$ cat config.mk
export PLATFORM = sky130hd
export DESIGN_NAME = stopwatch_control
export DESIGN_NICKNAME = d
export VERILOG_FILES = /design/src/rtl/stopwatch_control.sv
export SDC_FILE = /design/constraint.sdc
export NUM_CORES = 1
export LEC_CHECK = 0
export CAP_MARGIN = 10
export CORE_ASPECT_RATIO = 0.7
export CORE_UTILIZATION = 53
export DETAILED_ROUTE_END_ITERATION = 10
export GPL_TIMING_DRIVEN = 0
export PLACE_DENSITY = 0.76
export RECOVER_POWER = 50
export REMOVE_ABC_BUFFERS = 1
export SYNTH_ARGS = -nofsm -noshare
export SYNTH_HDL_FRONTEND = slang
export SYNTH_SLANG_ARGS = --single-unit
$ cat constraint.sdc
create_clock -name clk -period 1.6 [get_ports clk]
set_input_delay 0.16 -clock clk [delete_from_list [all_inputs] [get_ports clk]]
set_output_delay 0.16 -clock clk [all_outputs]
set_load 0.01 [all_outputs]
$ cat src/rtl/stopwatch_control.sv
// Stopwatch control front end: synchronises and debounces three buttons, runs an
// IDLE/RUNNING/PAUSED FSM, and emits count / pause / clear signals for the digit counter.
module stopwatch_control #(
  parameter int TICK_DIV        = 10,
  parameter int DEBOUNCE_CYCLES = 4
) (
  input  logic       clk,
  input  logic       reset_n,
  input  logic       btn_start_resume,
  input  logic       btn_stop,
  input  logic       btn_reset,
  output logic       start_resume,
  output logic       stop,
  output logic       reset,
  output logic [1:0] state
);

  localparam int PW = $clog2(TICK_DIV);
  localparam int CW = (DEBOUNCE_CYCLES > 1) ? $clog2(DEBOUNCE_CYCLES) : 1;
  localparam logic [PW-1:0] PRE_LAST = PW'(TICK_DIV - 1);
  localparam logic [CW-1:0] CNT_LAST = CW'(DEBOUNCE_CYCLES - 1);

  typedef enum logic [1:0] {
    IDLE    = 2'b00,
    RUNNING = 2'b01,
    PAUSED  = 2'b10
  } state_e;

  // Button vector order: bit 0 start/resume, bit 1 stop, bit 2 reset.
  logic [2:0] raw;
  logic [2:0] sync1;
  logic [2:0] sync2;
  logic [2:0] deb;
  logic [2:0] deb_q;
  logic [2:0] press;

  assign raw = {btn_reset, btn_stop, btn_start_resume};

  always_ff @(posedge clk or negedge reset_n) begin
    if (!reset_n) begin
      sync1 <= '0;
      sync2 <= '0;
      deb_q <= '0;
    end else begin
      sync1 <= raw;
      sync2 <= sync1;
      deb_q <= deb;
    end
  end

  for (genvar b = 0; b < 3; b++) begin : g_btn
    logic [CW-1:0] cnt;
    logic          level;

    // Counter only advances while the synchronised level disagrees, so short glitches reset it.
    always_ff @(posedge clk or negedge reset_n) begin
      if (!reset_n) begin
        cnt   <= '0;
        level <= 1'b0;
      end else if (sync2[b] != level) begin
        if (cnt == CNT_LAST) begin
          level <= sync2[b];
          cnt   <= '0;
        end else begin
          cnt <= cnt + CW'(1);
        end
      end else begin
        cnt <= '0;
      end
    end

    assign deb[b] = level;
  end

  assign press = deb & ~deb_q;

  logic start_ev;
  logic stop_ev;
  logic rst_ev;
  assign start_ev = press[0];
  assign stop_ev  = press[1];
  assign rst_ev   = press[2];

  state_e        state_q;
  state_e        state_d;
  logic [PW-1:0] presc_q;
  logic [PW-1:0] presc_d;
  logic          pulse_d;
  logic          clear_d;

  always_ff @(posedge clk or negedge reset_n) begin
    if (!reset_n) begin
      state_q      <= IDLE;
      presc_q      <= '0;
      start_resume <= 1'b0;
      stop         <= 1'b0;
      reset        <= 1'b0;
    end else begin
      state_q      <= state_d;
      presc_q      <= presc_d;
      start_resume <= pulse_d;
      stop         <= (state_d == PAUSED);
      reset        <= clear_d;
    end
  end

  always_comb begin
    state_d = state_q;
    presc_d = presc_q;
    pulse_d = 1'b0;
    clear_d = 1'b0;
    case (state_q)
      IDLE: begin
        if (rst_ev) begin
          clear_d = 1'b1;
          presc_d = '0;
        end else if (start_ev) begin
          state_d = RUNNING;
        end
      end
      RUNNING: begin
        // The edge that leaves for PAUSED still counts, so a wrap there keeps its pulse.
        if (presc_q == PRE_LAST) begin
          presc_d = '0;
          pulse_d = 1'b1;
        end else begin
          presc_d = presc_q + PW'(1);
        end
        if (rst_ev) begin
          state_d = IDLE;
          clear_d = 1'b1;
          pulse_d = 1'b0;
          presc_d = '0;
        end else if (stop_ev) begin
          state_d = PAUSED;
        end
      end
      PAUSED: begin
        if (rst_ev) begin
          state_d = IDLE;
          clear_d = 1'b1;
          presc_d = '0;
        end else if (start_ev) begin
          state_d = RUNNING;
        end
      end
      default: begin
        state_d = IDLE;
        clear_d = 1'b1;
        presc_d = '0;
      end
    endcase
  end

  assign state = state_q;

endmodule
==> results of run 1 <==
==> synthesized netlist by cell type <==
cell / count / area, sq um
mux2_2: 3 / 33.8
nand2b_1: 1 / 6.26
o21ai_0: 2 / 10.0
o32ai_1: 1 / 8.76
a21o_2: 1 / 8.76
ha_1: 5 / 62.6
nand2_1: 5 / 18.8
xnor2_1: 3 / 26.3
nor3b_1: 2 / 15.0
nor2_1: 3 / 11.3
a31oi_1: 2 / 12.5
nor2b_1: 4 / 25.0
or3_1: 1 / 6.26
nor3_2: 1 / 10.0
o41ai_2: 1 / 16.3
and2b_4: 1 / 10.0
nor3_1: 3 / 15.0
inv_1: 3 / 11.3
nor2_4: 1 / 11.3
dfrtp_1: 27 / 676
nand3_1: 1 / 5.00
o22ai_1: 1 / 6.26
a22o_1: 1 / 8.76
inv_2: 1 / 3.75
a21oi_1: 1 / 5.00
==> final cells by class <==
type / count / area, sq um
Inverter: 4 / 15.0
Fill cell: 125 / 515
Clock inverter: 1 / 5.00
Sequential cell: 27 / 677
Multi-Input combinational cell: 44 / 333
Clock buffer: 3 / 22.5
Tap cell: 21 / 26.3
Timing Repair Buffer: 10 / 103
==> layer usage <==
metal / vias up / GRT usage (%) / part of all wire (%)
met1: 274 / 21.5 / 47
met2: 13 / 25.9 / 47
met5: - / 0 / 0
li1: 284 / - / -
met3: 2 / 8.24 / 5.3
met4: 0 / 5.77 / 0.80
==> through the flow <==
step	total power [mW]	worst slack (ns)
finish	1.94	0.0665
global route	2.10	0.00185
CTS	1.96	0.0529
detailed placement	1.68	0.0488
global placement	1.64	0.0692
floorplan	1.47	0.422
==> cell usage in the layout (no fill, tap or decap), types with 3 or more instances in the layout <==
| master | count |
|---|---|
| nor3_1 | 3 |
| dfrtp_1 | 26 |
| nor2b_1 | 4 |
| nor2_1 | 3 |
| inv_1 | 3 |
| mux2_2 | 3 |
| dlygate4sd3_1 | 4 |
| clkdlybuf4s50_1 | 5 |
| xnor2_1 | 3 |
| ha_1 | 5 |
| clkbuf_4 | 3 |
| nand2_1 | 5 |
==> cells by family (layout without fill, tap and decap cells) <==
| kind of cell | count (synthesis) | after routing | synth area share [%] |
|---|---|---|---|
| XOR/XNOR | 3 | 3 | 2.57 |
| buffers and inverters | 4 | 18 | 1.47 |
| multiplexers | 3 | 3 | 3.30 |
| flip-flops | 27 | 27 | 66.0 |
| AND/OR/NAND/NOR | 23 | 23 | 13.1 |
| AO/OA/AOI/OAI | 10 | 10 | 7.46 |
| adder cells (fa/ha/maj) | 5 | 5 | 6.11 |
==> worst paths after layout <==
path | start | to | slack, ns | cells after the start
worst max-delay path | state[0]$_DFF_PN0_ | state[0] | 0.07 | 1
worst min-delay path | reset_n | reset$_DFF_PN0_ | 0.12 | 1
worst max register to register | presc_q[1]$_DFFE_PN0P_ | presc_q[3]$_DFFE_PN0P_ | 0.31 | 6
worst min register to register | sync1[2]$_DFF_PN0_ | sync2[2]$_DFF_PN0_ | 0.36 | 0
max in group asynchronous | reset_n | g_btn[0].cnt[1]$_DFF_PN0_ | 0.36 | 2
min in group clk | sync1[2]$_DFF_PN0_ | sync2[2]$_DFF_PN0_ | 0.36 | 0
==> state kept, by name (all words and copies together) (netlist names) <==
register and cells:
presc_q 4, stop 1, sync1 3, g_btn.level 3
deb_q 3, sync2 3, start_resume 1, reset 1
state 2, g_btn.cnt 6
==> power groups by stage <==
stage / combinational [mW] / clock, mW / sequential, mW
after floorplan: 0.416 / 0 / 1.05
after global routing: 0.704 / 0.323 / 1.08
after detailed placement: 0.617 / 0 / 1.07
final: 0.615 / 0.275 / 1.05
after global placement: 0.595 / 0 / 1.05
after CTS: 0.622 / 0.287 / 1.05
==> timing repair <==
| item | CTS | global route |
|---|---|---|
| setup buffers | 0 | 0 |
| endpoints found under the setup margin | 0 | 1 |
| hold buffers | 0 | 0 |
| gates resized for setup | 0 | 1 |
| hold endpoints to repair | 0 | 0 |
==> impl_metrics.py, run 1 <==
metrics = {
    "outcome": {
        "outcome": "complete, no violations",
    },
    "clock_network": {
        "worstSkewPairLatency_ns": 0.31,
        "path_clk_slew_ns": 0.13,
        "tritoncts": "done",
        "cts_buffers": 3,
        "cts_root_buf": "clkbuf_4",
        "cts_buffer_depth": 2,
        "cts_max_level": 1,
        "cts.sinks": 27,
    },
    "sta": {
        "worstMarginPinSlew_ns": 0.899,
        "fin_setup_tns_ns": 0,
        "skew_ns": 0.00771,
        "fin_crit_sh_pct": 95.8,
        "hold-worst-slack_ns": 0.118,
        "rsz0062_at_grt": "false",
        "finalSetupViolations": 0,
        "finalMaxSlewViolations": 0,
        "maxSlewHeadroom_pct": 39.9,
        "fmax_mhz": 652,
        "hold_viol_final": 0,
        "min_period_ns": 1.53,
    },
    "floorplan": {
        "io_pins": 10,
        "die_area_sq_um": 2110,
        "core_area_sq_um": 1700,
        "fp.dieW_um": 54.5,
        "start_util_pct": 60.3,
        "rows": 12,
        "die_h_um": 38.8,
    },
    "route": {
        "drt_iter0_markers": 8,
        "detail-route-antenna-nets": 0,
        "routed_via_density": 5.21,
        "avgRoutedWirePerCell_um": 12.5,
        "drc_errors": 0,
        "first_pass_iters": 4,
        "num_vias": 573,
        "routed_wirelength_mm": 1.38,
    },
    "grt": {
        "grt_overflow": 0,
        "grt_max_degree": 28,
        "track_usage_pct": 17.2,
        "grt_pass1_wl_mm": 2.29,
        "grt_pass1_vias": 524,
        "antenna_found_initial": 0,
    },
    "finish": {
        "utilization_pct": 69.6,
        "final_cells": 110,
        "drive_above_1_share_pct": 15.7,
        "syn_to_final_growth_pct": 15.4,
        "antenna_cells": 0,
        "final_nets": 100,
        "post-route-cell-area_sq_um": 1180,
    },
    "setup_path": {
        "crit_required_ns": 1.44,
        "crit_slowest_cell": "clkdlybuf4s50_1",
        "path_cells": "clkdlybuf4s50_1",
        "crit_buf_inv": 1,
        "cpLargestDelayFamily": "buffers and inverters",
        "cp-end-kind": "output port",
        "cp_data_arrival_time_ns": 1.37,
        "worstPathMaxFanout": 5,
        "path_class": "reg -> out",
        "critPathLaunchType": "flop",
        "slowest_delay_ns": 0.58,
    },
    "place": {
        "post-place-cells": 105,
        "gp_routability_congestion": 0.689,
        "portBuffers": 9,
        "dp.final_hpwl_mm": 1.02,
        "postPlaceCellArea_sq_um": 1140,
    },
    "power": {
        "power_density_nw_per_um2": 1640,
        "p_clk_share_pct": 14.2,
        "p_int_mw": 1.31,
        "p_switching_uw": 627,
        "peakVddDrop_v": 0.00102,
        "leakage_nw": 0.541,
        "combinationalPowerShare_pct": 31.7,
        "p_seq_share_pct": 54.1,
        "power_switching_share_pct": 32.4,
    },
    "job": {
        "maxCapViolCount": 0,
    },
    "synth": {
        "ys_warn_count": 0,
        "netlist_area_sq_um": 1020,
        "syn_avg_cell_area_sq_um": 13.6,
        "yosysSeqAreaShare_pct": 66.0,
        "ys_ff_latch": 27,
        "synth.distinct_cells": 25,
        "syn_inst": 75,
    },
    "worst_hold_path": {
        "hp-class": "in -> async",
    },
}
Note: power is estimated with default switching activity, not from simulation.
==> run 2, diff against run 1 <==
--- a/config.mk
+++ b/config.mk
@@ -10,9 +10,11 @@
 export CORE_UTILIZATION = 53
 export DETAILED_ROUTE_END_ITERATION = 10
 export GPL_TIMING_DRIVEN = 0
+export HOLD_SLACK_MARGIN = 0.08
 export PLACE_DENSITY = 0.76
 export RECOVER_POWER = 50
 export REMOVE_ABC_BUFFERS = 1
+export SETUP_SLACK_MARGIN = 0.15
 export SYNTH_ARGS = -nofsm -noshare
 export SYNTH_HDL_FRONTEND = slang
 export SYNTH_SLANG_ARGS = --single-unit
==> impl_metrics.py, run 2 (same netlist as run 1, synthesis figures left out) <==
metrics = {
    "outcome": {
        "outcome": "complete, no violations",
    },
    "finish": {
        "layout_common_cells": "dfrtp_1 (25), nand2_1 (5), ha_1 (5)",
        "antenna_cells": 0,
        "utilization_pct": 71.6,
        "largest_reg_flops": 6,
        "final_nets": 102,
        "drive_above_1_share_pct": 19.8,
        "top_register": "g_btn.cnt",
        "final_common_cell": "dfrtp_1",
        "post-route-cell-area_sq_um": 1210,
        "syn_to_final_growth_pct": 18.7,
        "final_cells": 112,
        "reg.largest.list": "g_btn.cnt: 6 flops, presc_q: 4 flops",
    },
    "place": {
        "gp_routability_congestion": 0.689,
        "postPlaceCellArea_sq_um": 1140,
        "post-place-cells": 105,
        "dp.final_hpwl_mm": 1.02,
        "portBuffers": 9,
        "pre_cts_ws_ns": 0.0488,
    },
    "clock_network": {
        "cts_root_buf": "clkbuf_4",
        "cts_max_level": 1,
        "cts.sinks": 27,
        "cts_buffer_depth": 2,
        "worstSkewPairLatency_ns": 0.31,
        "path_clk_slew_ns": 0.13,
        "cts_buffers": 3,
        "tritoncts": "done",
    },
    "sta": {
        "maxSlewHeadroom_pct": 75.8,
        "skew_ns": 0.00502,
        "worstMarginPinSlew_ns": 0.361,
        "fin_setup_tns_ns": 0,
        "fin_crit_sh_pct": 86.6,
        "fmax_mhz": 722,
        "finalSetupViolations": 0,
        "hold-worst-slack_ns": 0.172,
        "setup_slack_ns": 0.215,
        "min_period_ns": 1.39,
        "finalMaxSlewViolations": 0,
        "rsz0062_at_grt": "false",
        "hold_viol_final": 0,
    },
    "worst_hold_path": {
        "hp-class": "in -> async",
    },
    "floorplan": {
        "rows": 12,
        "fp.dieW_um": 54.5,
        "die_area_sq_um": 2110,
        "die_h_um": 38.8,
        "io_pins": 10,
        "core_area_sq_um": 1700,
        "start_util_pct": 60.3,
    },
    "power": {
        "combinationalPowerShare_pct": 34.3,
        "p_clk_share_pct": 13.8,
        "leakage_nw": 0.567,
        "p_switching_uw": 630,
        "power.total_mw": 1.97,
        "power_density_nw_per_um2": 1620,
        "p_int_mw": 1.34,
        "power_switching_share_pct": 32.0,
        "peakVddDrop_v": 0.00102,
        "p_seq_share_pct": 51.9,
    },
    "route": {
        "routed_wirelength_mm": 1.40,
        "routed_via_density": 5.28,
        "detail-route-antenna-nets": 0,
        "num_vias": 591,
        "drc_errors": 0,
        "avgRoutedWirePerCell_um": 12.5,
        "first_pass_iters": 4,
        "drt_iter0_markers": 8,
    },
    "setup_path": {
        "r2r-start": "presc_q[1]$_DFFE_PN0P_",
        "crit_slowest_cell": "clkdlybuf4s50_1",
        "path_class": "reg -> out",
        "startpoint": "state[0]$_DFF_PN0_",
        "slowest_delay_ns": 0.53,
        "cp_data_arrival_time_ns": 1.23,
        "cp-end-kind": "output port",
        "cpLargestDelayFamily": "buffers and inverters",
        "path_cells": "clkdlybuf4s50_1",
        "worstPathMaxFanout": 2,
        "rrSetupSlack_ns": 0.30,
        "crit_buf_inv": 1,
        "crit_required_ns": 1.44,
        "critPathLaunchType": "flop",
    },
    "grt": {
        "grt_max_degree": 28,
        "grt_pass1_vias": 532,
        "grt_overflow": 0,
        "track_usage_pct": 17.1,
        "grt_pass1_wl_mm": 2.33,
        "antenna_found_initial": 0,
    },
    "job": {
        "maxCapViolCount": 0,
    },
}
-- run 2: what timing repair did --
action | in CTS | in global routing
setup buffers | 2 | 0
gates cloned | 0 | 0
resized for setup | 2 | 1
endpoints found under the setup margin | 2 | 1
hold buffers | 0 | 0
endpoints found under the hold margin | 0 | 0
-- run 2: worst paths after layout --
check / depth (start not counted) / to
max in group asynchronous: 2 / state[0]$_DFF_PN0_
setup reg to reg: 6 / presc_q[3]$_DFFE_PN0P_
hold reg to reg: 0 / sync2[2]$_DFF_PN0_
hold / removal: 1 / reset$_DFF_PN0_
setup / recovery: 1 / state[0]
min in group clk: 0 / sync2[2]$_DFF_PN0_
-- run 2: final cells by class --
cell class,instances,area [sq um]
Clock buffer,3,22.5
Clock inverter,1,5.00
Tap cell,21,26.3
Inverter,4,15.0
Timing Repair Buffer,12,135
Sequential cell,27,678
Fill cell,122,482
Multi-Input combinational cell,44,333
-- run 2: power by group through the flow --
stage | sequential, mW | combinational [mW] | clock, mW
global placement | 1.05 | 0.595 | 0
CTS | 1.03 | 0.680 | 0.287
detailed placement | 1.07 | 0.617 | 0
finish | 1.02 | 0.676 | 0.272
floorplan | 1.05 | 0.416 | 0
global route | 1.05 | 0.772 | 0.322
-- run 2: routing by layer --
layer  part of all wire [%]  track usage [%]  wire length (um)
met5                      0                0                 0
met4                   0.36             3.85                 5
met3                    6.4             8.24                89
met2                     48             26.5               674
met1                     45             21.4               625
==> run 3, diff against run 2 <==
--- a/config.mk
+++ b/config.mk
@@ -6,12 +6,12 @@
 export NUM_CORES = 1
 export LEC_CHECK = 0
 export CAP_MARGIN = 10
-export CORE_ASPECT_RATIO = 0.7
-export CORE_UTILIZATION = 53
+export CORE_UTILIZATION = 57
+export CTS_BUF_LIST = sky130_fd_sc_hd__clkbuf_2 sky130_fd_sc_hd__clkbuf_4 sky130_fd_sc_hd__clkbuf_8
 export DETAILED_ROUTE_END_ITERATION = 10
 export GPL_TIMING_DRIVEN = 0
-export HOLD_SLACK_MARGIN = 0.08
-export PLACE_DENSITY = 0.76
+export HOLD_SLACK_MARGIN = 0.12
+export PLACE_DENSITY = 0.81
 export RECOVER_POWER = 50
 export REMOVE_ABC_BUFFERS = 1
 export SETUP_SLACK_MARGIN = 0.15
==> constraint.sdc (replaced) <==
create_clock -name clk -period 1.6 [get_ports clk]
set_input_delay 0.16 -clock clk [delete_from_list [all_inputs] [get_ports clk]]
set_output_delay 0.16 -clock clk [all_outputs]
set_load 0.05 [all_outputs]
==> impl_metrics.py, run 3 (same netlist as run 1, synthesis figures left out) <==
metrics = {
    "setup_path": {
        "cp-end-kind": "output port",
        "crit_required_ns": 1.44,
        "worstSetupEndpoint": "state[1]",
        "critPathLaunchType": "flop",
        "worstPathMaxFanout": 6,
        "rr_endpoint": "presc_q[3]$_DFFE_PN0P_",
        "path_class": "reg -> out",
        "path_cells": "clkdlybuf4s15_2",
        "rrSetupSlack_ns": 0.33,
        "reg2reg_depth": 6,
        "crit_cells": 1,
        "crit_slowest_cell": "dfrtp_1",
        "cpLargestDelayFamily": "flip-flops",
        "startpoint": "state[1]$_DFF_PN0_",
        "r2r-start": "presc_q[1]$_DFFE_PN0P_",
        "slowest_delay_ns": 0.48,
        "crit_buf_inv": 1,
        "cp_data_arrival_time_ns": 1.20,
    },
    "clock_network": {
        "cts_buffers": 3,
        "cts_buffer_depth": 2,
        "cts_max_level": 1,
        "worstSkewPairLatency_ns": 0.31,
        "path_clk_slew_ns": 0.13,
        "tritoncts": "done",
        "cts_root_buf": "clkbuf_4",
        "post_cts_buffers": 0,
        "cts.sinks": 27,
    },
    "place": {
        "dp.final_hpwl_um": 956,
        "pre_cts_ws_ns": 0.0587,
        "postPlaceCellArea_sq_um": 1140,
        "portBuffers": 9,
        "gp_routability_congestion": 0.796,
    },
    "sta": {
        "worstMarginPinSlew_ns": 0.828,
        "setup_slack_ns": 0.245,
        "hold-worst-slack_ns": 0.157,
        "fin_crit_sh_pct": 84.7,
        "finalMaxSlewViolations": 0,
        "maxSlewHeadroom_pct": 44.7,
        "fmax_mhz": 738,
        "hold_viol_final": 0,
        "fin_setup_tns_ns": 0,
        "rsz0062_at_grt": "false",
        "finalSetupViolations": 0,
        "skew_ns": 0.00191,
        "min_period_ns": 1.36,
    },
    "finish": {
        "syn_to_final_growth_pct": 14.9,
        "final_nets": 100,
        "drive_above_1_share_pct": 16.9,
        "post-route-cell-area_sq_um": 1180,
        "largest_reg_flops": 6,
        "final_common_cell": "dfrtp_1",
        "reg.largest.list": "g_btn.cnt: 6 flops, presc_q: 4 flops",
        "layout_common_cells": "dfrtp_1 (27), nand2_1 (5), ha_1 (5)",
        "antenna_cells": 0,
        "utilization_pct": 73.8,
        "top_register": "g_btn.cnt",
    },
    "grt": {
        "grt_overflow": 0,
        "grt_pass1_vias": 526,
        "grt_max_degree": 28,
        "grt_pass1_wl_mm": 2.17,
        "antenna_found_initial": 0,
        "track_usage_pct": 16.1,
    },
    "route": {
        "num_vias": 596,
        "routed_wirelength_mm": 1.32,
        "first_pass_iters": 4,
        "drc_errors": 0,
        "avgRoutedWirePerCell_um": 11.7,
        "detail-route-antenna-nets": 0,
        "drt_iter0_markers": 11,
        "routed_via_density": 5.27,
    },
    "floorplan": {
        "fp.dieW_um": 44.4,
        "die_h_um": 44.4,
        "io_pins": 10,
        "start_util_pct": 64.2,
        "rows": 14,
        "die_area_sq_um": 1970,
        "core_area_sq_um": 1590,
    },
    "worst_hold_path": {
        "hp-class": "in -> async",
    },
    "power": {
        "peakVddDrop_v": 0.000942,
        "leakage_nw": 0.556,
        "power_density_nw_per_um2": 1730,
    },
    "job": {
        "maxCapViolCount": 0,
    },
    "outcome": {
        "outcome": "complete, no violations",
    },
}
-- run 3: cell types whose count changed in the layout (fill, tap and decap cells not counted) --
cell             previous run  this run
clkdlybuf4s50_1             4         0
clkbuf_2                    0         1
clkdlybuf4s15_2             0         1
buf_4                       2         0
dfrtp_1                    25        27
dfrtp_2                     2         0
buf_16                      1         0
dlygate4sd2_1               0         3
-- run 3: layout make-up --
cell class / count / area, sq um
Clock buffer: 3 / 22.5
Inverter: 4 / 15.0
Fill cell: 113 / 418
Tap cell: 24 / 30.0
Sequential cell: 27 / 676
Clock inverter: 1 / 5.00
Multi-Input combinational cell: 44 / 333
Timing Repair Buffer: 10 / 95.1
-- run 3: report_power, final --
part | leakage, nW | internal (mW) | switching [mW]
combinational | 0.198 | 0.297 | 0.421
sequential | 0.340 | 0.894 | 0.148
clock | 0.0177 | 0.0935 | 0.184
total | 0.556 | 1.28 | 0.754
-- run 3: repair_timing --
item | in CTS | in global routing
endpoints found under the setup margin | 5 | 1
gates resized for setup | 7 | 2
hold buffers | 0 | 0
-- run 3: worst min-delay path by stage --
stage | endpoint
global placement | sync2[2]$_DFF_PN0_
global route | presc_q[2]$_DFFE_PN0P_
detailed placement | sync2[0]$_DFF_PN0_
CTS | sync1[2]$_DFF_PN0_
floorplan | deb_q[0]$_DFF_PN0_
finish | state[1]$_DFF_PN0_
-- run 3: per-layer routing --
layer  up-vias  track usage [%]  share of wire, %
met2        19             26.2                50
met3         2             2.45               4.3
met1       292             20.8                45
met4         0             9.09              0.45
met5         -                0                 0
li1        283                -                 -
-- run 3: per-stage QoR --
step,cells,power [mW]
global route,113,2.18
detailed placement,108,1.81
floorplan,75,1.59
finish,113,2.04
global placement,108,1.76
CTS,112,2.06
